`config.mk`:
```
export PLATFORM = sky130hd
export DESIGN_NAME = data_memory_writer
export DESIGN_NICKNAME = d
export VERILOG_FILES = /design/src/rtl/data_memory_writer.sv
export SDC_FILE = /design/constraint.sdc
export NUM_CORES = 1
export LEC_CHECK = 0
export CAP_MARGIN = 20
export CELL_PAD_IN_SITES_DETAIL_PLACEMENT = 1
export CELL_PAD_IN_SITES_GLOBAL_PLACEMENT = 1
export CORE_ASPECT_RATIO = 1.5
export CORE_MARGIN = 2
export CORE_UTILIZATION = 34
export DETAILED_ROUTE_END_ITERATION = 7
export PLACE_DENSITY_LB_ADDON = 0.1
export SLEW_MARGIN = 20
export SYNTH_ARGS = -nofsm -noshare
export SYNTH_HDL_FRONTEND = slang
export SYNTH_SLANG_ARGS = --single-unit
```
`constraint.sdc`:
```
create_clock -name clk -period 1.8 [get_ports clk]
set_input_delay 0.36 -clock clk [delete_from_list [all_inputs] [get_ports clk]]
set_output_delay 0.36 -clock clk [all_outputs]
set_load 0.02 [all_outputs]
```
`src/rtl/data_memory_writer.sv`:
```
// -----------------------------------------------------------------------------
// data_memory_writer
//
// Write side of the Maxnet 4-word data memory. Words arrive one at a time over
// a valid/ready handshake and are stored in entries 0..3 in arrival order. All
// four entries are presented in parallel on readData1..4, so this block can
// stand in for the file-loaded memory in front of the Maxnet core.
//
// Parameters
//   XLEN       word width in bits
//   OVERWRITE  0: stall (in_ready=0) once four words are held
//              1: keep accepting and overwrite circularly from entry 0
//
// Ports
//   clk        in   clock, rising edge
//   rst_n      in   asynchronous active-low reset
//   clear      in   synchronous restart: empty buffer, zero entries
//   in_valid   in   in_data holds a word
//   in_data    in   word to store
//   in_ready   out  a word can be accepted this cycle
//   readData1  out  entry 0 (readData2..4 -> entries 1..3)
//   count      out  words stored, 0..4 (saturates at 4)
//   full       out  count == 4
//   done       out  one-cycle pulse after entry 3 is written
//   checksum   out  running XOR of accepted words (optional, see below)
//
// Optional feature macro: DATA_MEMORY_WRITER_CHECKSUM_EN
//   When defined, adds the checksum output and its accumulator.
//
// Every output comes from a register or a decode of registers only; nothing
// on in_* reaches an output combinationally.
// -----------------------------------------------------------------------------
module data_memory_writer #(
  parameter int XLEN      = 32,
  parameter bit OVERWRITE = 1'b0
) (
  input  logic            clk,
  input  logic            rst_n,
  input  logic            clear,
  input  logic            in_valid,
  input  logic [XLEN-1:0] in_data,
  output logic            in_ready,
  output logic [XLEN-1:0] readData1,
  output logic [XLEN-1:0] readData2,
  output logic [XLEN-1:0] readData3,
  output logic [XLEN-1:0] readData4,
  output logic [2:0]      count,
  output logic            full,
  output logic            done
`ifdef DATA_MEMORY_WRITER_CHECKSUM_EN
  ,
  output logic [XLEN-1:0] checksum
`endif
);

  typedef enum logic [1:0] {
    S_EMPTY = 2'd0,
    S_FILL  = 2'd1,
    S_FULL  = 2'd2
  } state_t;

  state_t          r_state;
  state_t          w_next_state;
  logic [1:0]      r_wr_ptr;
  logic            r_done;
  logic [XLEN-1:0] r_mem [4];
  logic            w_accept;

  assign w_accept = in_valid & in_ready;

  // ---------------------------------------------------------------------------
  // FSM: state register
  // ---------------------------------------------------------------------------
  // NOTE: sequential state uses non-blocking assignments so every register
  // samples the pre-edge values of its neighbours.
  always_ff @(posedge clk or negedge rst_n) begin
    if (!rst_n) begin
      r_state <= S_EMPTY;
    end else begin
      r_state <= w_next_state;
    end
  end

  // ---------------------------------------------------------------------------
  // FSM: next-state logic. clear wins over a same-cycle accept.
  // ---------------------------------------------------------------------------
  // NOTE: next state is defaulted to the current state before the case so no
  // path leaves it unassigned and no latch is inferred.
  always_comb begin
    w_next_state = r_state;
    if (clear) begin
      w_next_state = S_EMPTY;
    end else begin
      case (r_state)
        S_EMPTY: if (w_accept) w_next_state = S_FILL;
        S_FILL:  if (w_accept && (r_wr_ptr == 2'd3)) w_next_state = S_FULL;
        S_FULL:  w_next_state = S_FULL;
        default: w_next_state = S_EMPTY;
      endcase
    end
  end

  // ---------------------------------------------------------------------------
  // FSM: outputs, decoded from registers only.
  // In EMPTY the pointer is 0 and in FILL it equals the number of words held,
  // so count needs no register of its own.
  // ---------------------------------------------------------------------------
  always_comb begin
    full     = (r_state == S_FULL);
    in_ready = OVERWRITE ? 1'b1 : (r_state != S_FULL);
    count    = (r_state == S_FULL) ? 3'd4 : {1'b0, r_wr_ptr};
  end

  // ---------------------------------------------------------------------------
  // Write pointer and done pulse. The pointer wraps 3->0 naturally, which is
  // what makes overwrite mode circular. done fires whenever entry 3 is
  // written: the 4th word of a fill, or every 4th word while overwriting.
  // ---------------------------------------------------------------------------
  always_ff @(posedge clk or negedge rst_n) begin
    if (!rst_n) begin
      r_wr_ptr <= 2'd0;
      r_done   <= 1'b0;
    end else if (clear) begin
      r_wr_ptr <= 2'd0;
      r_done   <= 1'b0;
    end else begin
      r_done <= w_accept && (r_wr_ptr == 2'd3);
      if (w_accept) begin
        r_wr_ptr <= r_wr_ptr + 2'd1;
      end
    end
  end

  // ---------------------------------------------------------------------------
  // Storage
  // ---------------------------------------------------------------------------
  // NOTE: the entries are reset on purpose: the read ports must show zero
  // immediately on reset, so this small array lives in flops, not a RAM macro.
  always_ff @(posedge clk or negedge rst_n) begin
    if (!rst_n) begin
      for (int i = 0; i < 4; i++) r_mem[i] <= '0;
    end else if (clear) begin
      for (int i = 0; i < 4; i++) r_mem[i] <= '0;
    end else if (w_accept) begin
      r_mem[r_wr_ptr] <= in_data;
    end
  end

  assign readData1 = r_mem[0];
  assign readData2 = r_mem[1];
  assign readData3 = r_mem[2];
  assign readData4 = r_mem[3];
  assign done      = r_done;

`ifdef DATA_MEMORY_WRITER_CHECKSUM_EN
  // Running XOR of every accepted word, restarted by reset or clear.
  logic [XLEN-1:0] r_checksum;

  always_ff @(posedge clk or negedge rst_n) begin
    if (!rst_n) begin
      r_checksum <= '0;
    end else if (clear) begin
      r_checksum <= '0;
    end else if (w_accept) begin
      r_checksum <= r_checksum ^ in_data;
    end
  end

  assign checksum = r_checksum;
`endif

endmodule

```
==> results_dict.tcl, run 1 <==
set metrics [dict create \
    cellPowerDensity_nw_per_um2 1190 \
    finalSetupViolCount 0 \
    whs_ns 0.301 \
    n_fill_cell 1680 \
    wl_per_cell_um 19.3 \
    grt_pass1_vias 4993 \
    ys_seq_elements 133 \
    antenna_cells 0 \
    num_rows 55 \
    ant_nets 0 \
    cap_viol_max_count 0 \
    p_leak_nw 3.78 \
    fin_skew_ns 0.00720 \
    h-tree-depth 4 \
    ys_warn_count 0 \
    finalCriticalPeriod_ns 1.76 \
    clk_pin_slew_ns 0.06 \
    fmax_mhz 568 \
    p_total_w 0.00957 \
    ys_types 23 \
    worst_path_max_delay_cell "clkdlybuf4s50_1" \
    critPathKind "register to primary output" \
    setup-tns-final_ns 0 \
    drt-pass1-iter-count 4 \
    boundaryPins 170 \
    min_from "clear" \
    antenna_found_initial 0 \
    slew_violations 0 \
    numClockSinks 133 \
    hold_path_end "readData1[1]" \
    path_delay_family "buffers and inverters" \
    hold_viol 0 \
    fin_util 0.531 \
    overflow 0 \
    initial_utilization 0.347 \
    synth_top_cell_by_area "dfrtp_1" \
    path_buf_inv 1 \
    syn_area_um2 5260 \
    clk_latency_ns 0.41 \
    die_h_um 156 \
    dr.first_iter.drc_count 132 \
    rsz0062_at_grt "no" \
    post-place-cells 887 \
    synth.avg_cell_area_um2 9.90 \
    grt_max_degree 56 \
    synth_cells 531 \
    hold_class "primary input to register" \
    ctsLongestPathBuffers 2 \
    vias_per_cell 4.95 \
    rrSetupSlack_ns 0.10 \
    status "finished clean" \
    drc_errors 0 \
    synth_top_cell_area_share 0.633 \
    portBuffers 169 \
    numCtsBuffers 17 \
    layout_commonest_cell "nand2_1" \
    timing.slew.headroom 0.550 \
    cts_root_buf "clkbuf_16" \
    crit_path_start_kind "register" \
    drive_gt1_frac 0.101 \
    cts_tree "yes" \
    gp_congestion 0.770 \
    grt_pass1_wl_um 28000 \
    peakVddDrop_v 0.000602 \
    syn_nets 574 \
    whs_path_depth 2 \
    final_nets 755 \
    synth_area_leaders "dfrtp_1, nand2_1, a21oi_1, a22o_1, buf_2" \
    final_cell_mix "nand2_1, clkdlybuf4s50_1, dfrtp_1, a21oi_1, a22o_1" \
    crit_arrival_ns 1.40 \
    reg2reg_to "readData4[7]" \
    required_ns 1.44 \
    fin_cells 924 \
    fp.dieArea_um2 16500 \
    worstMarginPinSlew_ns 0.673 \
    r2r-start "r_state[0]" \
    ff2ff_path_depth 6 \
    chipWidth_um 106 \
    cp_max_fo 2 \
    ys_seq_area_frac 0.633 \
    vias 4577 \
    cp-end-kind "primary output" \
    grt_use_total 0.221 \
    min_period_over_period 0.978 \
    critPathMaxStageDelay_ns 0.62 \
    fp.coreArea_um2 15100 \
    dpl.hpwl_um 12000 \
    wl_um 17900 \
    crit_chain "clkdlybuf4s50_1" \
    syn2layout_area_growth_pct 53.0 \
]
## final cells by class
| type | instances | area [um2] | area share |
|---|---|---|---|
| tap | 199 | 249 | 0.0309 |
| clock buffer | 23 | 468 | 0.0582 |
| clock inverter | 9 | 174 | 0.0216 |
| inverter | 5 | 18.8 | 0.00233 |
| timing repair buffer | 201 | 2050 | 0.254 |
| sequential | 133 | 3330 | 0.414 |
| multi-input combinational | 354 | 1760 | 0.219 |
## routing by layer
layer | up-vias | track usage | wire length (um)
met5 | - | 0 | 0
met4 | 0 | 0.0702 | 271
met3 | 26 | 0.0575 | 900
met1 | 2312 | 0.246 | 6830
met2 | 135 | 0.410 | 9860
li1 | 2104 | - | -
## kinds of logic (layout without fill, tap and decap cells)
kind of cell / Yosys count / after routing / share of synthesized area
xor gates and xnor gates: 1 / 1 / 0.00167
adders and majority gates: 7 / 7 / 0.0167
buffers and inverters: 45 / 238 / 0.0407
DFF: 133 / 133 / 0.633
and+or+nand+nor: 211 / 211 / 0.156
AOI/OAI and AO/OA: 134 / 135 / 0.152
## power breakdown
part	total (W)	internal [W]	switching [W]
Combinational	0.00236	0.000979	0.00138
Clock	0.00378	0.00253	0.00126
Sequential	0.00342	0.00325	0.000170
Total	0.00957	0.00676	0.00281
## cells in the mapped netlist
master	n
nand2_1	196
dfrtp_1	133
a21oi_1	99
a22o_1	32
buf_2	27
clkbuf_1	11
ha_1	7
nor2_1	6
inv_1	5
and2_0	2
a21boi_2	1
a21oi_2	1
and2_1	1
buf_4	1
buf_6	1
nand2b_1	1
nor2_2	1
nor2b_1	1
nor2b_2	1
nor3_1	1
o21ai_0	1
or3b_1	1
xnor2_1	1
## worst max path at each step
stage / from / end / depth (start not counted)
6_report: readData3[3] / readData3[3] / 1
5_1_grt: readData1[31] / readData1[31] / 1
4_1_cts: readData4[31] / readData4[31] / 1
3_5_place_dp: in_valid / readData4[3] / 4
3_3_place_gp: in_valid / readData4[17] / 4
2_1_floorplan: r_state[0] / r_state[1] / 7
## what timing repair did
action	4_1_cts	5_1_grt
resized for setup	26	20
endpoints found under the setup margin	114	94
hold endpoints to repair	30	0
hold buffers	1	0
pin swaps	1	0
gates cloned	1	0
buffers inserted	1	2
## metrics by stage
stage                     setup slack [ns]  cell area [um2]
final                               0.0393             8050
after CTS                          0.00139             7990
after global placement              -0.301             7310
after global routing              0.000110             8050
after floorplan                      0.106             5260
after detailed placement            -0.356             7310
## flip-flops by register name, indices dropped and copies added, names as in the netlist
signal / count
readData4: 32
r_wr_ptr: 2
done: 1
readData2: 32
readData3: 32
r_state: 2
readData1: 32
No activity file was read; power rests on OpenSTA's default activity.
==> inputs of run 2 (changes only) <==
CORE_UTILIZATION = 37   (was 34)
clock period = 2.2 ns   (was 1.8 ns; I/O delays follow)
==> results_dict.tcl, run 2 (same netlist as run 1, synthesis figures left out) <==
set metrics [dict create \
    layout_setup_ws_ns 0.119 \
    overflow 0 \
    h-tree-depth 4 \
    die_h_um 150 \
    finalCriticalPeriod_ns 2.08 \
    cp-end-kind "register" \
    multi_input_area_um2 1730 \
    setup-tns-final_ns 0 \
    slew_violations 0 \
    n_fill_cell 1544 \
    portBuffers 169 \
    grt_pass1_wl_um 27600 \
    wl_per_cell_um 19.8 \
    p_clk_frac 0.395 \
    critPathKind "register to register" \
    grt_pass1_vias 5015 \
    hold_class "primary input to asynchronous set/reset pin" \
    drive_gt1_frac 0.0825 \
    ant_nets 0 \
    gp_congestion 0.804 \
    wl_um 17400 \
    ctsHoldBuffers 0 \
    boundaryPins 170 \
    layout_commonest_cell "nand2_1" \
    p_leak_nw 3.37 \
    antenna_cells 0 \
    status "finished clean" \
    initial_utilization 0.378 \
    cellPowerDensity_nw_per_um2 973 \
    numCtsBuffers 17 \
    dpl.hpwl_um 11900 \
    numClockSinks 133 \
    vias_per_cell 5.16 \
    syn2layout_area_growth_pct 48.9 \
    netSwitchingFraction 0.304 \
    drt-pass1-iter-count 4 \
    crit_path_start_kind "register" \
    cts_tree "yes" \
    fmax_mhz 481 \
    ctsLongestPathBuffers 2 \
    timing.slew.headroom 0.303 \
    grt_max_degree 63 \
    peakVddDrop_v 0.000546 \
    fin_skew_ns 0.00989 \
    fp.coreArea_um2 13900 \
    p_int_w 0.00530 \
    dr.first_iter.drc_count 129 \
    switching_power_w 0.00232 \
    crit_arrival_ns 2.42 \
    min_period_over_period 0.946 \
    worstMarginPinSlew_ns 1.04 \
    hold_viol 0 \
    grt_use_total 0.239 \
    cp_max_fo 32 \
    finalSetupViolCount 0 \
    vias 4540 \
    final_cell_mix "nand2_1, clkdlybuf4s50_1, dfrtp_1, a21oi_1, a22o_1" \
    num_rows 53 \
    final_nets 745 \
    power_frac_comb 0.238 \
    rsz0062_at_grt "no" \
    cts_root_buf "clkbuf_16" \
    seqPwrFrac 0.367 \
    final-seq-area_um2 3330 \
    drc_errors 0 \
    cts_setup_buffers 0 \
    antenna_found_initial 0 \
    clk_latency_ns 0.41 \
    ff2ff_path_depth 5 \
    required_ns 2.54 \
    chipWidth_um 101 \
    dp_slack_ns 0.00221 \
    fp.dieArea_um2 15200 \
    clk_pin_slew_ns 0.06 \
    p_total_w 0.00762 \
    cap_viol_max_count 0 \
]
==> run 2: cell count changes in the layout (fill, tap and decap cells not counted), sizes merged <==
cell,delta
clkdlybuf4s50,+22
dlymetal6s2s,-19
buf,-12
clkbuf,-4
inv,+4
clkinvlp,+2
dlygate4sd2,+2
a21oi,-1
bufinv,-1
clkdlybuf4s15,-1
clkinv,-1
dlygate4sd3,-1
==> run 2: worst max-delay path: stages (launching register included) <==
cell	delay (ns)
dfrtp_1	0.40
inv_1	0.09
ha_1	0.26
nor2b_2	0.14
a21oi_4	0.84
a22o_1	0.26
==> run 2: per-stage QoR <==
stage / util / instances / hold WS [ns] / instance area, um2
6_report: 0.562 / 880 / 0.00789 / 7830
5_1_grt: 0.562 / 880 / 0.0445 / 7830
4_1_cts: 0.562 / 880 / 0.0300 / 7830
3_5_place_dp: 0.518 / 848 / 0.473 / 7210
3_3_place_gp: 0.518 / 848 / 0.465 / 7210
2_1_floorplan: - / 531 / 0.144 / 5260
==> run 2: final cells by class <==
cell class,count,area share
Inverter,5,0.00240
Multi-Input combinational cell,353,0.221
Tap cell,165,0.0264
Timing Repair Buffer,192,0.245
Sequential cell,133,0.425
Clock inverter,13,0.0251
Clock buffer,19,0.0553
==> run 2: worst paths after layout <==
path	end	slack (ns)	start
min in group clk	readData2[2]	0.36	clear
max	readData4[24]	0.12	r_state[0]
max reg2reg	readData4[24]	0.12	r_state[0]
min	readData3[9]	0.008	rst_n
min reg2reg	readData4[27]	0.50	readData4[27]
max in group asynchronous	readData3[26]	1.55	rst_n
==> run 2: timing repair <==
item | CTS | global route
gates resized for setup | 5 | 0
endpoints found under the hold margin | 0 | 0
setup endpoints to repair | 5 | 0
==> run 2: power by group through the flow <==
stage | clock network (W) | logic [W] | registers [W]
finish | 0.00301 | 0.00181 | 0.00280
global route | 0.00317 | 0.00196 | 0.00282
CTS | 0.00307 | 0.00184 | 0.00280
detailed placement | 0 | 0.00184 | 0.00284
global placement | 0 | 0.00178 | 0.00282
floorplan | 0 | 0.000702 | 0.00305
==> run 2: routing by layer <==
metal / vias to the layer above / global-route usage / wire, um
met5: - / 0 / 0
met4: 0 / 0.0615 / 125
met3: 6 / 0.0635 / 867
met2: 119 / 0.437 / 9550
met1: 2327 / 0.273 / 6890
li1: 2088 / - / -
==> inputs of run 3 (changes only) <==
PLACE_DENSITY_LB_ADDON = 0.2   (was 0.1)
==> results_dict.tcl, run 3 (same netlist as run 1, synthesis figures left out) <==
set metrics [dict create \
    crit_arrival_ns 1.59 \
    rsz0062_at_grt "no" \
    wl_um 17600 \
    post-place-cells 847 \
    ant_nets 0 \
    syn2layout_area_growth_pct 49.3 \
    h-tree-depth 4 \
    chipWidth_um 101 \
    clk_latency_ns 0.41 \
    drc_errors 0 \
    fp.coreArea_um2 13900 \
    peakVddDrop_v 0.000485 \
    crit_path_start_kind "register" \
    cp_max_fo 6 \
    worstMarginPinSlew_ns 1.01 \
    grt_pass1_wl_um 27800 \
    setup-tns-final_ns 0 \
    vias 4640 \
    final_cell_mix "nand2_1, clkdlybuf4s50_1, dfrtp_1, a21oi_1, a22o_1" \
    overflow 0 \
    use_met3 0.0612 \
    p_leak_nw 3.38 \
    ctsLongestPathBuffers 2 \
    numCtsBuffers 17 \
    timing.slew.headroom 0.322 \
    boundaryPins 170 \
    dpl.hpwl_um 12200 \
    p_total_w 0.00763 \
    antenna_found_initial 0 \
    grtUsageMet2 0.450 \
    fin_cells 879 \
    critPathKind "register to primary output" \
    cts_root_buf "clkbuf_16" \
    grt_use_total 0.243 \
    n_fill_cell 1569 \
    status "finished clean" \
    die_h_um 150 \
    drive_gt1_frac 0.0826 \
    placed_area_um2 7210 \
    cp-end-kind "primary output" \
    portBuffers 169 \
    grt_max_degree 49 \
    layout_commonest_cell "nand2_1" \
    vias_per_cell 5.28 \
    grt_use_met1 0.272 \
    final_area_um2 7850 \
    drt-pass1-iter-count 4 \
    dr.first_iter.drc_count 120 \
    whs_ns 0.319 \
    wl_per_cell_um 20.0 \
    grt_pass1_vias 5022 \
    clk_pin_slew_ns 0.06 \
    hold_class "primary input to register" \
    hold_viol 0 \
    finalSetupViolCount 0 \
    fp.dieArea_um2 15200 \
    final_nets 745 \
    gp_congestion 0.753 \
    initial_utilization 0.378 \
    required_ns 1.76 \
    finalCriticalPeriod_ns 2.03 \
    cap_viol_max_count 0 \
    num_rows 53 \
    cts_tree "yes" \
    cellPowerDensity_nw_per_um2 972 \
    grt.busiest_layer "met2" \
    numClockSinks 133 \
    fin_skew_ns 0.0114 \
    slew_violations 0 \
    fmax_mhz 493 \
    antenna_cells 0 \
    min_period_over_period 0.923 \
]
==> run 3: cell types whose count changed in the layout (fill, tap and decap cells not counted) <==
cell	before	now
buf_4	19	17
clkbuf_1	2	1
dlygate4sd3_1	0	1
and2_2	0	1
clkinv_2	0	2
clkinvlp_4	2	0
clkbuf_8	0	2
inv_6	4	2
and2_1	3	2
buf_12	5	6
==> run 3: metrics by stage <==
stage | setup slack [ns] | utilization
2_1_floorplan | 0.506 | -
3_3_place_gp | 0.117 | 0.518
3_5_place_dp | 0.0464 | 0.518
4_1_cts | 0.135 | 0.564
5_1_grt | 0.0570 | 0.564
6_report | 0.170 | 0.564
==> run 3: report_power, final <==
| group | total (W) | leakage, nW | switching (W) | internal [W] |
|---|---|---|---|---|
| Combinational | 0.00181 | 1.24 | 0.00108 | 0.000726 |
| Sequential | 0.00281 | 1.83 | 0.000145 | 0.00266 |
| Clock | 0.00301 | 0.311 | 0.00105 | 0.00196 |
==> run 3: final cells by class <==
| class | count | area [um2] | share of cell area |
|---|---|---|---|
| clock inverters | 11 | 174 | 0.0222 |
| clock buffers | 20 | 457 | 0.0582 |
| inverters | 5 | 18.8 | 0.00239 |
| well taps | 165 | 206 | 0.0263 |
| repair buffers | 192 | 1930 | 0.246 |
| flip-flops and latches | 133 | 3330 | 0.424 |
| multi-input cells | 353 | 1730 | 0.220 |
==> run 3: final timing paths <==
kind / end / from / slack, ns / depth (start not counted)
max in group asynchronous: readData1[16] / rst_n / 1.02 / 3
worst min-delay path: readData1[26] / clear / 0.32 / 2
worst max register to register: readData4[16] / r_state[0] / 0.20 / 5
min in group asynchronous: readData4[22] / rst_n / 0.53 / 2
worst max-delay path: count[1] / r_state[0] / 0.17 / 4
worst min register to register: readData4[11] / readData4[11] / 0.50 / 1
==> run 3: layer usage <==
metal,part of all wire,wire length (um)
met5,0,0
met2,0.57,10000
met3,0.054,956
met1,0.37,6440
met4,0.0080,140
==> run 3: worst max-delay path: stages, from the launching register on <==
cell and delay, ns:
dfrtp_1 0.38, inv_1 0.08, ha_1 0.27, nor2_1 0.10, dlygate4sd2_1 0.35
==> run 3: repair_timing <==
action,in CTS,in global routing
hold buffers,1,0
setup endpoints to repair,5,0
resized for setup,5,0
buffers inserted,0,0
hold endpoints to repair,43,0
